==> src/rtl/music_pkg.sv <==
// Shared constants for the melody player: note codes, tone half-periods, FSM states.
// Latency: n/a (constants only).
// Backpressure: n/a.
package music_pkg;

  localparam logic [3:0] NOTE_REST = 4'd0;
  localparam logic [3:0] NOTE_END  = 4'd15;

  // Half-period in 100 MHz clock cycles, round(100e6 / (2*f)), equal temperament, A4 = 440 Hz.
  // Index is the note code: 1 = C4 ... 14 = C#5. Rest and END carry no tone.
  localparam logic [17:0] HALF_PERIOD [16] = '{
    18'd0,       // rest
    18'd191113,  // C4
    18'd180386,  // C#4
    18'd170262,  // D4
    18'd160706,  // D#4
    18'd151686,  // E4
    18'd143173,  // F4
    18'd135137,  // F#4
    18'd127553,  // G4
    18'd120394,  // G#4
    18'd113636,  // A4
    18'd107258,  // A#4
    18'd101238,  // B4
    18'd95556,   // C5
    18'd90193,   // C#5
    18'd0        // END marker
  };

  typedef enum logic [1:0] {
    ST_IDLE  = 2'd0,
    ST_FETCH = 2'd1,
    ST_LOAD  = 2'd2,
    ST_PLAY  = 2'd3
  } state_t;

endpackage

==> src/rtl/tick_div.sv <==
// Duration tick generator: counts 0..TICK_DIV-1 and flags the last count as a tick.
// Latency: tick is combinational from the counter; restart takes effect on the next edge.
// Backpressure: none, free-running unless restarted.
module tick_div #(
  parameter int unsigned TICK_DIV = 1_562_500
) (
  input  logic clock,
  input  logic rst_n,
  input  logic restart,
  output logic tick
);

  localparam int CNT_W = (TICK_DIV > 1) ? $clog2(TICK_DIV) : 1;
  localparam logic [CNT_W-1:0] CNT_LAST = CNT_W'(TICK_DIV - 1);

  logic [CNT_W-1:0] cnt_q;
  logic [CNT_W-1:0] cnt_d;

  assign tick = (cnt_q == CNT_LAST);

  // Wrap at the last count; restart realigns the divider to a note boundary.
  always_comb begin
    cnt_d = cnt_q + CNT_W'(1);
    if (restart || tick) begin
      cnt_d = '0;
    end
  end

  // Counter register.
  always_ff @(posedge clock or negedge rst_n) begin
    if (!rst_n) begin
      cnt_q <= '0;
    end else begin
      cnt_q <= cnt_d;
    end
  end

endmodule

==> src/rtl/melody_sequencer.sv <==
// Steps through a registered note ROM and drives tone half-period/enable; optional ARTIC_GAP_EN mutes the last tick of multi-tick notes.
// Latency: outputs valid 2 edges after start is sampled; notes are back-to-back with no dead cycles.
// Backpressure: none; stop aborts to IDLE on the next edge, start is ignored while busy.
module melody_sequencer
  import music_pkg::*;
#(
  parameter int unsigned TICK_DIV = 1_562_500,
  parameter int unsigned ADDR_W   = 4
) (
  input  logic              clock,
  input  logic              rst_n,
  input  logic              start,
  input  logic              stop,
  input  logic              loop_en,
  output logic [ADDR_W-1:0] rom_addr,
  input  logic [7:0]        rom_data,
  output logic              busy,
  output logic              tone_en,
  output logic [3:0]        note_code,
  output logic [17:0]       half_period,
  output logic              done
);

  state_t            state_q, state_d;
  logic [ADDR_W-1:0] rom_addr_q, rom_addr_d;
  logic [3:0]        note_code_q, note_code_d;
  logic [17:0]       half_period_q, half_period_d;
  logic              tone_en_q, tone_en_d;
  logic [3:0]        dur_q, dur_d;
  logic [3:0]        tcnt_q, tcnt_d;
  logic              done_q, done_d;

  logic       tick;
  logic       restart;
  logic       gap;
  logic [3:0] rom_code;
  logic [3:0] rom_dur;
  logic       capture;
  logic       is_end;
  logic       end_loop;
  logic       abort;

  tick_div #(.TICK_DIV(TICK_DIV)) u_tick_div (
    .clock   (clock),
    .rst_n   (rst_n),
    .restart (restart),
    .tick    (tick)
  );

  assign rom_code = rom_data[7:4];
  assign rom_dur  = rom_data[3:0];
  // rom_data always belongs to rom_addr_q here: LOAD follows a fetch of rom_addr_q,
  // and PLAY has already prefetched the incremented address.
  assign capture  = (state_q == ST_LOAD) ||
                    ((state_q == ST_PLAY) && tick && (tcnt_q == dur_q));
  assign is_end   = (rom_code == NOTE_END);
  // Looping on an END stored at address 0 would spin forever with no sound.
  assign end_loop = loop_en && (rom_addr_q != '0);
  assign abort    = stop && (state_q != ST_IDLE);

`ifdef ARTIC_GAP_EN
  assign gap = (state_q == ST_PLAY) && (dur_q != '0) && (tcnt_q == dur_q);
`else
  assign gap = 1'b0;
`endif

  assign rom_addr    = rom_addr_q;
  assign busy        = (state_q != ST_IDLE);
  assign tone_en     = tone_en_q & ~gap;
  assign note_code   = note_code_q;
  assign half_period = half_period_q;
  assign done        = done_q;

  // State and datapath registers.
  always_ff @(posedge clock or negedge rst_n) begin
    if (!rst_n) begin
      state_q       <= ST_IDLE;
      rom_addr_q    <= '0;
      note_code_q   <= '0;
      half_period_q <= '0;
      tone_en_q     <= 1'b0;
      dur_q         <= '0;
      tcnt_q        <= '0;
      done_q        <= 1'b0;
    end else begin
      state_q       <= state_d;
      rom_addr_q    <= rom_addr_d;
      note_code_q   <= note_code_d;
      half_period_q <= half_period_d;
      tone_en_q     <= tone_en_d;
      dur_q         <= dur_d;
      tcnt_q        <= tcnt_d;
      done_q        <= done_d;
    end
  end

  // Next-state: start in IDLE, fixed fetch wait, then capture-driven transitions; stop overrides.
  always_comb begin
    state_d = state_q;
    case (state_q)
      ST_IDLE:  if (start && !stop) state_d = ST_FETCH;
      ST_FETCH: state_d = ST_LOAD;
      ST_LOAD, ST_PLAY: begin
        if (capture) begin
          if (is_end) state_d = end_loop ? ST_FETCH : ST_IDLE;
          else        state_d = ST_PLAY;
        end
      end
      default:  state_d = ST_IDLE;
    endcase
    if (abort) state_d = ST_IDLE;
  end

  // Outputs/datapath: load a note on capture, count ticks while playing, clear on abort or end.
  always_comb begin
    rom_addr_d    = rom_addr_q;
    note_code_d   = note_code_q;
    half_period_d = half_period_q;
    tone_en_d     = tone_en_q;
    dur_d         = dur_q;
    tcnt_d        = tcnt_q;
    done_d        = 1'b0;
    restart       = (state_q == ST_IDLE);
    if (abort) begin
      note_code_d   = '0;
      half_period_d = '0;
      tone_en_d     = 1'b0;
      tcnt_d        = '0;
    end else if ((state_q == ST_IDLE) && start && !stop) begin
      rom_addr_d = '0;
    end else if (capture) begin
      if (is_end) begin
        if (end_loop) begin
          // Previous note keeps sounding through the refetch.
          rom_addr_d = '0;
        end else begin
          done_d        = 1'b1;
          note_code_d   = '0;
          half_period_d = '0;
          tone_en_d     = 1'b0;
          tcnt_d        = '0;
        end
      end else begin
        note_code_d   = rom_code;
        half_period_d = HALF_PERIOD[rom_code];
        tone_en_d     = (rom_code != NOTE_REST);
        dur_d         = rom_dur;
        tcnt_d        = '0;
        restart       = 1'b1;
        rom_addr_d    = rom_addr_q + ADDR_W'(1);
      end
    end else if ((state_q == ST_PLAY) && tick) begin
      tcnt_d = tcnt_q + 4'd1;
    end
  end

endmodule

==> config.mk <==
export PLATFORM = sky130hd
export DESIGN_NAME = melody_sequencer
export DESIGN_NICKNAME = d
export VERILOG_FILES = /design/src/rtl/music_pkg.sv /design/src/rtl/tick_div.sv /design/src/rtl/melody_sequencer.sv
export SDC_FILE = /design/constraint.sdc
export NUM_CORES = 1
export LEC_CHECK = 0
export CELL_PAD_IN_SITES_DETAIL_PLACEMENT = 0
export CELL_PAD_IN_SITES_GLOBAL_PLACEMENT = 1
export CORE_ASPECT_RATIO = 1.2
export CORE_UTILIZATION = 48
export CTS_BUF_LIST = sky130_fd_sc_hd__clkbuf_4 sky130_fd_sc_hd__clkbuf_8
export DETAILED_ROUTE_END_ITERATION = 6
export PLACE_DENSITY_LB_ADDON = 0.1
export SLEW_MARGIN = 20
export SYNTH_ARGS = -nofsm -noshare
export SYNTH_HDL_FRONTEND = slang
export SYNTH_HIERARCHICAL = 1
export SYNTH_SLANG_ARGS = --single-unit
==> constraint.sdc <==
create_clock -name clock -period 7.19 [get_ports clock]
set_clock_uncertainty 0.1 [all_clocks]
set_input_delay 0.719 -clock clock [delete_from_list [all_inputs] [get_ports clock]]
set_output_delay 0.719 -clock clock [all_outputs]
set_load 0.05 [all_outputs]
==> out/qor.json, run 1 <==
{
  "status": {
    "run_status": "complete, no violations"
  },
  "placed_design": {
    "place_worst_setup_slack_ns": 3.55,
    "hpwlAfterDp_microns": 5050,
    "port-buffer-count": 41,
    "place.gp.congestion": 0.820
  },
  "grt": {
    "globalRouteOverflowTotal": 0,
    "grtUsageTotal": 0.223,
    "grt_first_pass_wirelength_microns": 12800,
    "grt_max_degree": 60,
    "number_of_global_route_vias_before_repair": 2694,
    "number_of_antenna_violations_at_the_first_check_in_global_routing": 0
  },
  "worst_setup_path": {
    "criticalPathCategory": "in -> reg",
    "cp-start-kind": "input pin",
    "worst_reg2reg_path_endpoint": "half_period[6]$_DFFE_PN0P_",
    "worstPathRequired_ns": 7.32,
    "crit_path_end_kind": "register",
    "arrival_time_at_the_worst_endpoint_ns": 3.46,
    "critPathMaxFanout": 26,
    "r2r_slack_ns": 3.89,
    "rr_worst_depth": 9,
    "r2r-start": "u_tick_div/cnt_q[0]$_DFF_PN0_"
  },
  "pwr": {
    "share_of_total_power_in_sequential_cells": 0.369,
    "ir_drop_uv": 155,
    "pwr-share-clk": 0.267,
    "power_per_cell_area_mw_per_mm2": 284,
    "totalPowerFinal_uw": 1160,
    "power_report.internal_total_uw": 713,
    "power_leakage_uw": 0.00175,
    "proportion_of_total_power_due_to_net_switching": 0.386,
    "share_comb_of_total_power": 0.364,
    "switching_pwr_uw": 448
  },
  "floorplan": {
    "floorplan.initialDensity": 0.499,
    "chipWidth_microns": 79.1,
    "area_enclosed_by_the_die_boundary_sq_mm": 0.00747,
    "placeableCoreArea_sq_mm": 0.00685,
    "die_height_microns": 94.5,
    "number_of_placement_rows": 33,
    "pin_count": 42
  },
  "synthesis": {
    "synth.yosys.warnings": 6,
    "synth_top_area_cell": "sky130_fd_sc_hd__dfrtp_1",
    "synth_sequential_area_ratio": 0.431,
    "synth.avg_cell_area_sq_um": 9.92,
    "async_set_or_reset_flop_fraction_in_the_synthesized_netlist": 1.00,
    "synth-main-ff-cell": "sky130_fd_sc_hd__dfrtp_1",
    "synth_cells": 345,
    "yosysUniqueCellTypes": 59,
    "synth_enable_flop_cells": 0,
    "synth_largest_type_area_fraction": 0.431,
    "synth_seq_cells": 59,
    "synth_area_sq_mm": 0.00342,
    "mappedNetlistNets": 371,
    "top_cells_by_area_synth": "sky130_fd_sc_hd__dfrtp_1 43%, sky130_fd_sc_hd__ha_1 4.8%, sky130_fd_sc_hd__mux2_2 3.9%"
  },
  "cts": {
    "cts_tree": "built",
    "clkTransAtPathRegs_ns": 0.07,
    "clock-root-buffer": "sky130_fd_sc_hd__clkbuf_8",
    "post_cts.repair.setup_buffers": 0,
    "clock-sinks": 59,
    "cts_hold_repair.buffers": 0,
    "cts_inserted_buffers": 9,
    "post_cts_resized": 0,
    "clock_insertion_delay_worst_skew_ns": 0.34,
    "clock_tree.buffer_depth": 2,
    "ctsHtreeMaxLevel": 3
  },
  "layout": {
    "antenna_cells": 0,
    "fill_cells": 623,
    "syn2layout_area_growth_pct": 19.5,
    "layout.area.seq_sq_mm": 0.00148,
    "layout_common_cells": "59 x sky130_fd_sc_hd__dfrtp_1, 40 x sky130_fd_sc_hd__clkdlybuf4s50_1, 34 x sky130_fd_sc_hd__nor2_1",
    "finalCoreUtilization": 0.597,
    "share_of_cells_above_drive_strength_1": 0.120,
    "multi_input_area_sq_mm": 0.00180,
    "design.final.nets": 413,
    "final_common_cell": "sky130_fd_sc_hd__dfrtp_1"
  },
  "timing": {
    "slew_viol_final": 0,
    "timing_worst_slew_pin_value_ns": 0.879,
    "fin_crit_sh": 0.464,
    "minimum_setup_slack_in_the_final_design_ns": 3.85,
    "rsz0062_at_grt": "false",
    "max_clock_freq_ghz": 0.300,
    "period_minus_slack_ns": 3.34,
    "setup_total_negative_slack_ns": 0,
    "max_slew_margin": 0.412,
    "final-setup-viol-count": 0,
    "hold_viol": 0
  },
  "min_path": {
    "worstHoldEndpoint": "half_period[16]$_DFFE_PN0P_",
    "hp-start": "half_period[16]$_DFFE_PN0P_",
    "min_path_type": "reg -> reg",
    "worstHoldPathCells": 1
  },
  "detailed_routing": {
    "antenna_violating_nets_post_route": 0,
    "finalWirelength_microns": 7540,
    "detail_route.first_pass.iterations": 5,
    "post-route-drc-count": 0,
    "detail_route.iter0.violations": 107,
    "route.detailed.wl_per_inst_microns": 15.7,
    "vias_per_cell": 5.70,
    "vias": 2729
  },
  "job": {
    "timing.max_cap.violations": 0
  }
}
==> sequential cells by signal, indices dropped and copies added, names as in the netlist <==
signal and count:
u_tick_div/cnt_q 21, half_period 18, dur_q 4, note_code 4, rom_addr 4, tcnt_q 4
state_q 2, done 1, tone_en 1
==> worst max-delay path by stage <==
| stage | from | end | slack [ns] | cells past startpoint |
|---|---|---|---|---|
| 5_1_grt | rom_data[7] | half_period[4]$_DFFE_PN0P_ | 3.67 | 6 |
| 4_1_cts | rom_data[7] | half_period[4]$_DFFE_PN0P_ | 3.87 | 6 |
| 2_1_floorplan | u_tick_div/cnt_q[0]$_DFF_PN0_ | half_period[11]$_DFFE_PN0P_ | 4.38 | 10 |
| 6_report | rom_data[7] | half_period[6]$_DFFE_PN0P_ | 3.85 | 6 |
| 3_3_place_gp | rom_data[7] | half_period[6]$_DFFE_PN0P_ | 3.59 | 6 |
| 3_5_place_dp | rom_data[7] | half_period[4]$_DFFE_PN0P_ | 3.55 | 6 |
==> area by class of cell <==
cell class	instances	area share
Timing Repair Buffer	43	0.103
Multi-Input combinational cell	253	0.441
Sequential cell	59	0.361
Inverter	21	0.0193
Tap cell	87	0.0266
Clock buffer	10	0.0336
Clock inverter	6	0.0159
==> per-stage QoR <==
step           std cells  area (sq um)  hold WS, ns
3_5_place_dp         463          3890        0.379
4_1_cts              479          4090        0.393
5_1_grt              479          4090        0.411
3_3_place_gp         463          3890        0.363
6_report             479          4090        0.391
2_1_floorplan        345          3420        0.323
==> logic make-up (layout without fill, tap and decap cells) <==
group | Yosys count | after routing | synth area share
compound gates | 71 | 71 | 0.143
xor+xnor | 20 | 20 | 0.0512
fa+ha+maj | 13 | 13 | 0.0475
buf+inv | 33 | 80 | 0.0420
flops | 59 | 59 | 0.431
mux | 25 | 25 | 0.0885
simple gates | 124 | 124 | 0.197
==> Yosys cell counts (10+ instances only) <==
library cell / instances
sky130_fd_sc_hd__mux2_2: 12
sky130_fd_sc_hd__nor2_1: 34
sky130_fd_sc_hd__xnor2_1: 12
sky130_fd_sc_hd__nand2_1: 29
sky130_fd_sc_hd__a21oi_1: 21
sky130_fd_sc_hd__ha_1: 13
sky130_fd_sc_hd__inv_1: 20
sky130_fd_sc_hd__nand3_1: 14
sky130_fd_sc_hd__nand4_1: 10
sky130_fd_sc_hd__o21ai_0: 14
sky130_fd_sc_hd__dfrtp_1: 59
==> critical path: stages <==
cell	delay [ns]
sky130_fd_sc_hd__clkdlybuf4s50_1	0.87
sky130_fd_sc_hd__and3_1	0.47
sky130_fd_sc_hd__a32oi_1	0.26
sky130_fd_sc_hd__o21ai_2	0.15
sky130_fd_sc_hd__a21oi_4	0.57
sky130_fd_sc_hd__mux2_2	0.41
==> routing by layer <==
layer	global-route usage	share of wire
met3	0.0300	0.038
met2	0.394	0.51
met4	0.0970	0.021
met5	0	0
met1	0.269	0.43
==> power by group through the flow <==
stage / Clock (uW) / Sequential, uW / Combinational, uW
6_report: 310 / 428 / 423
5_1_grt: 327 / 436 / 452
4_1_cts: 315 / 429 / 427
3_5_place_dp: 0 / 435 / 426
3_3_place_gp: 0 / 433 / 422
2_1_floorplan: 0 / 584 / 140
(Power assumes the default switching activity.)
==> run 2, diff against run 1 <==
--- a/config.mk
+++ b/config.mk
@@ -8,7 +8,7 @@
 export CELL_PAD_IN_SITES_DETAIL_PLACEMENT = 0
 export CELL_PAD_IN_SITES_GLOBAL_PLACEMENT = 1
 export CORE_ASPECT_RATIO = 1.2
-export CORE_UTILIZATION = 48
+export CORE_UTILIZATION = 41
 export CTS_BUF_LIST = sky130_fd_sc_hd__clkbuf_4 sky130_fd_sc_hd__clkbuf_8
 export DETAILED_ROUTE_END_ITERATION = 6
 export PLACE_DENSITY_LB_ADDON = 0.1
==> constraint.sdc (replaced) <==
create_clock -name clock -period 2.8 [get_ports clock]
set_clock_uncertainty 0.1 [all_clocks]
set_input_delay 0.28 -clock clock [delete_from_list [all_inputs] [get_ports clock]]
set_output_delay 0.28 -clock clock [all_outputs]
set_load 0.05 [all_outputs]
==> out/qor.json, run 2 (synthesis results as in run 1) <==
{
  "detailed_routing": {
    "vias": {"value": 2829, "change": "+3.7%"},
    "detail_route.iter0.violations": {"value": 68, "change": "-36%"},
    "detail_route.first_pass.iterations": {"value": 7, "change": "+2"},
    "route.detailed.wl_per_inst": {"value": 15.2, "unit": "microns", "change": "-3.7%"},
    "vias_per_cell": {"value": 5.54, "change": "-2.8%"},
    "antenna_violating_nets_post_route": {"value": 0, "change": "unchanged"},
    "finalWirelength": {"value": 7750, "unit": "microns", "change": "+2.8%"},
    "post-route-drc-count": {"value": 1, "change": "+1"}
  },
  "pwr": {
    "ir_drop": {"value": 315, "unit": "uV", "change": "+100%"},
    "power_per_cell_area": {"value": 686, "unit": "mW/mm^2", "change": "+140%"},
    "totalPowerFinal": {"value": 2970, "unit": "uW", "change": "+160%"},
    "power_leakage": {"value": 0.00189, "unit": "uW", "change": "+8.3%"}
  },
  "grt": {
    "grt_first_pass_wirelength": {"value": 13200, "unit": "microns", "change": "+2.7%"},
    "grtUsageTotal": {"value": 0.194, "change": "-0.0286"},
    "busiest_layer": "met2",
    "grt_max_degree": {"value": 44, "change": "-27%"},
    "grt_use_met1": {"value": 0.240, "change": "-0.0292"},
    "globalRouteOverflowTotal": {"value": 0, "change": "unchanged"},
    "number_of_global_route_vias_before_repair": {"value": 2719, "change": "+0.93%"},
    "global_route.usage.met2": {"value": 0.330, "change": "-0.0632"},
    "number_of_antenna_violations_at_the_first_check_in_global_routing": {"value": 0, "change": "unchanged"},
    "grt.met3_usage": {"value": 0.0372, "change": "+0.00721"}
  },
  "status": {
    "failed_checks": "design-rule violations",
    "run_status": "finished, violations left"
  },
  "layout": {
    "final_common_cell": "sky130_fd_sc_hd__dfrtp_1",
    "fill_cells": {"value": 775, "change": "+24%"},
    "finalCoreUtilization": {"value": 0.533, "change": "-0.0634"},
    "largest_register_ffs": {"value": 21, "change": "unchanged"},
    "antenna_cells": {"value": 0, "change": "unchanged"},
    "share_of_cells_above_drive_strength_1": {"value": 0.175, "change": "+0.0556"},
    "layout.area.seq": {"value": 0.00148, "unit": "sq mm", "change": "about the same"},
    "syn2layout_area_growth_pct": 26.3,
    "layout.cell_area.non_filler": {"value": 0.00432, "unit": "sq mm", "change": "+5.7%"},
    "multi_input_area": {"value": 0.00182, "unit": "sq mm", "change": "+0.83%"},
    "largest-register": "u_tick_div/cnt_q",
    "layout_common_cells": "58 x sky130_fd_sc_hd__dfrtp_1, 40 x sky130_fd_sc_hd__clkdlybuf4s50_1, 33 x sky130_fd_sc_hd__nor2_1",
    "design.final.nets": {"value": 438, "change": "+6.1%"}
  },
  "min_path": {
    "min_path_type": "in -> async"
  },
  "timing": {
    "hold_viol": {"value": 0, "change": "unchanged"},
    "timing_worst_slew_pin_value": {"value": 0.509, "unit": "ns", "change": "-0.370 ns"},
    "period_minus_slack_ns": 2.66,
    "slew_viol_final": {"value": 0, "change": "unchanged"},
    "max_clock_freq_ghz": 0.375,
    "max_slew_margin": {"value": 0.660, "change": "+0.247"},
    "setup_total_negative_slack": {"value": 0, "unit": "ns", "change": "unchanged"},
    "final-setup-viol-count": {"value": 0, "change": "unchanged"},
    "minimum_setup_slack_in_the_final_design": {"value": 0.137, "unit": "ns", "change": "-3.72 ns"},
    "fin_crit_sh": 0.951
  },
  "worst_setup_path": {
    "critPathMaxFanout": {"value": 16, "change": "-38%"},
    "criticalPathCategory": "reg -> reg",
    "crit_path_end_kind": "register",
    "arrival_time_at_the_worst_endpoint": {"value": 2.79, "unit": "ns", "change": "-0.67 ns"},
    "cp-start-kind": "register",
    "worstPathRequired": {"value": 2.93, "unit": "ns", "change": "-4.39 ns"},
    "r2r_slack": {"value": 0.14, "unit": "ns", "change": "-3.75 ns"}
  },
  "placed_design": {
    "port-buffer-count": {"value": 41, "change": "unchanged"},
    "hpwlAfterDp": {"value": 5660, "unit": "microns", "change": "+12%"},
    "area_of_placed_instances": {"value": 0.00410, "unit": "sq mm", "change": "+5.5%"},
    "place.gp.congestion": {"value": 0.795, "change": "-3.0%"},
    "place_worst_setup_slack": {"value": 0.0478, "unit": "ns", "change": "-3.50 ns"}
  },
  "floorplan": {
    "number_of_placement_rows": {"value": 36, "change": "+9.1%"},
    "pin_count": {"value": 42, "change": "unchanged"},
    "floorplan.initialDensity": {"value": 0.422, "change": "-0.0772"},
    "die_height": {"value": 102, "unit": "microns", "change": "+8.0%"},
    "area_enclosed_by_the_die_boundary": {"value": 0.00872, "unit": "sq mm", "change": "+17%"},
    "chipWidth": {"value": 85.4, "unit": "microns", "change": "+8.0%"},
    "placeableCoreArea": {"value": 0.00811, "unit": "sq mm", "change": "+18%"}
  },
  "cts": {
    "clock-sinks": {"value": 59, "change": "unchanged"},
    "cts_tree": "built",
    "clock_tree.buffer_depth": {"value": 2, "change": "unchanged"},
    "ctsHtreeMaxLevel": {"value": 3, "change": "unchanged"},
    "cts_inserted_buffers": {"value": 9, "change": "unchanged"},
    "clock_insertion_delay_worst_skew": {"value": 0.34, "unit": "ns", "change": "about the same"},
    "clkTransAtPathRegs": {"value": 0.06, "unit": "ns", "change": "about the same"},
    "clock-root-buffer": "sky130_fd_sc_hd__clkbuf_8"
  },
  "job": {
    "timing.max_cap.violations": {"value": 0, "change": "unchanged"}
  }
}
-- run 2: cell count changes in the layout (fill, tap and decap cells not counted), moves of 2 or more --
cell,delta
sky130_fd_sc_hd__clkbuf_8,+2
sky130_fd_sc_hd__clkinvlp_4,-4
sky130_fd_sc_hd__buf_12,+3
sky130_fd_sc_hd__buf_4,+21
-- run 2: stage by stage --
step / std cells / hold WS [ns]
2_1_floorplan: 345 / -0.116
5_1_grt: 511 / 0.295
6_report: 511 / 0.261
3_3_place_gp: 493 / 0.366
4_1_cts: 508 / 0.0195
3_5_place_dp: 493 / 0.368
-- run 2: critical path: stages, from the launching register on --
cell,delay [ns]
sky130_fd_sc_hd__dfrtp_2,0.41
sky130_fd_sc_hd__ha_4,0.14
sky130_fd_sc_hd__nand4bb_1,0.08
sky130_fd_sc_hd__or4_1,0.51
sky130_fd_sc_hd__nor2_2,0.12
sky130_fd_sc_hd__nand2_1,0.11
sky130_fd_sc_hd__nor3b_4,0.25
sky130_fd_sc_hd__a22oi_4,0.12
sky130_fd_sc_hd__a21oi_4,0.19
sky130_fd_sc_hd__buf_12,0.18
sky130_fd_sc_hd__mux2_2,0.34
-- run 2: final timing paths --
path,from,depth (start not counted),end
min in group clock,note_code[3]$_DFFE_PN0P_,1,note_code[3]$_DFFE_PN0P_
setup / recovery,u_tick_div/cnt_q[1]$_DFF_PN0_,10,half_period[10]$_DFFE_PN0P_
setup reg to reg,u_tick_div/cnt_q[1]$_DFF_PN0_,10,half_period[10]$_DFFE_PN0P_
hold reg to reg,note_code[3]$_DFFE_PN0P_,1,note_code[3]$_DFFE_PN0P_
max in group asynchronous,rst_n,4,tcnt_q[3]$_DFFE_PN0P_
hold / removal,rst_n,2,note_code[0]$_DFFE_PN0P_
-- run 2: layout make-up --
type,instances,area share
Clock buffer,13,0.0399
Multi-Input combinational cell,253,0.420
Tap cell,95,0.0275
Sequential cell,59,0.342
Clock inverter,2,0.00231
Inverter,21,0.0182
Timing Repair Buffer,68,0.150
-- run 2: per-layer routing --
metal / part of all wire / wire length [microns]
met1: 0.46 / 3550
met2: 0.49 / 3790
met3: 0.030 / 231
met4: 0.023 / 178
met5: 0 / 0
-- run 2: repair_timing --
item                                    CTS  global route
hold buffers                              0             1
endpoints found under the hold margin     0            12
endpoints found under the setup margin    0            39
gates resized for setup                   0             2
buffers inserted                          0             1
-- run 2: power by group --
part / internal (uW) / switching (uW) / leakage, uW
Sequential: 995 / 99.9 / 0.000777
Clock: 396 / 336 / 0.0000987
Combinational: 444 / 697 / 0.00101
Total: 1840 / 1130 / 0.00189
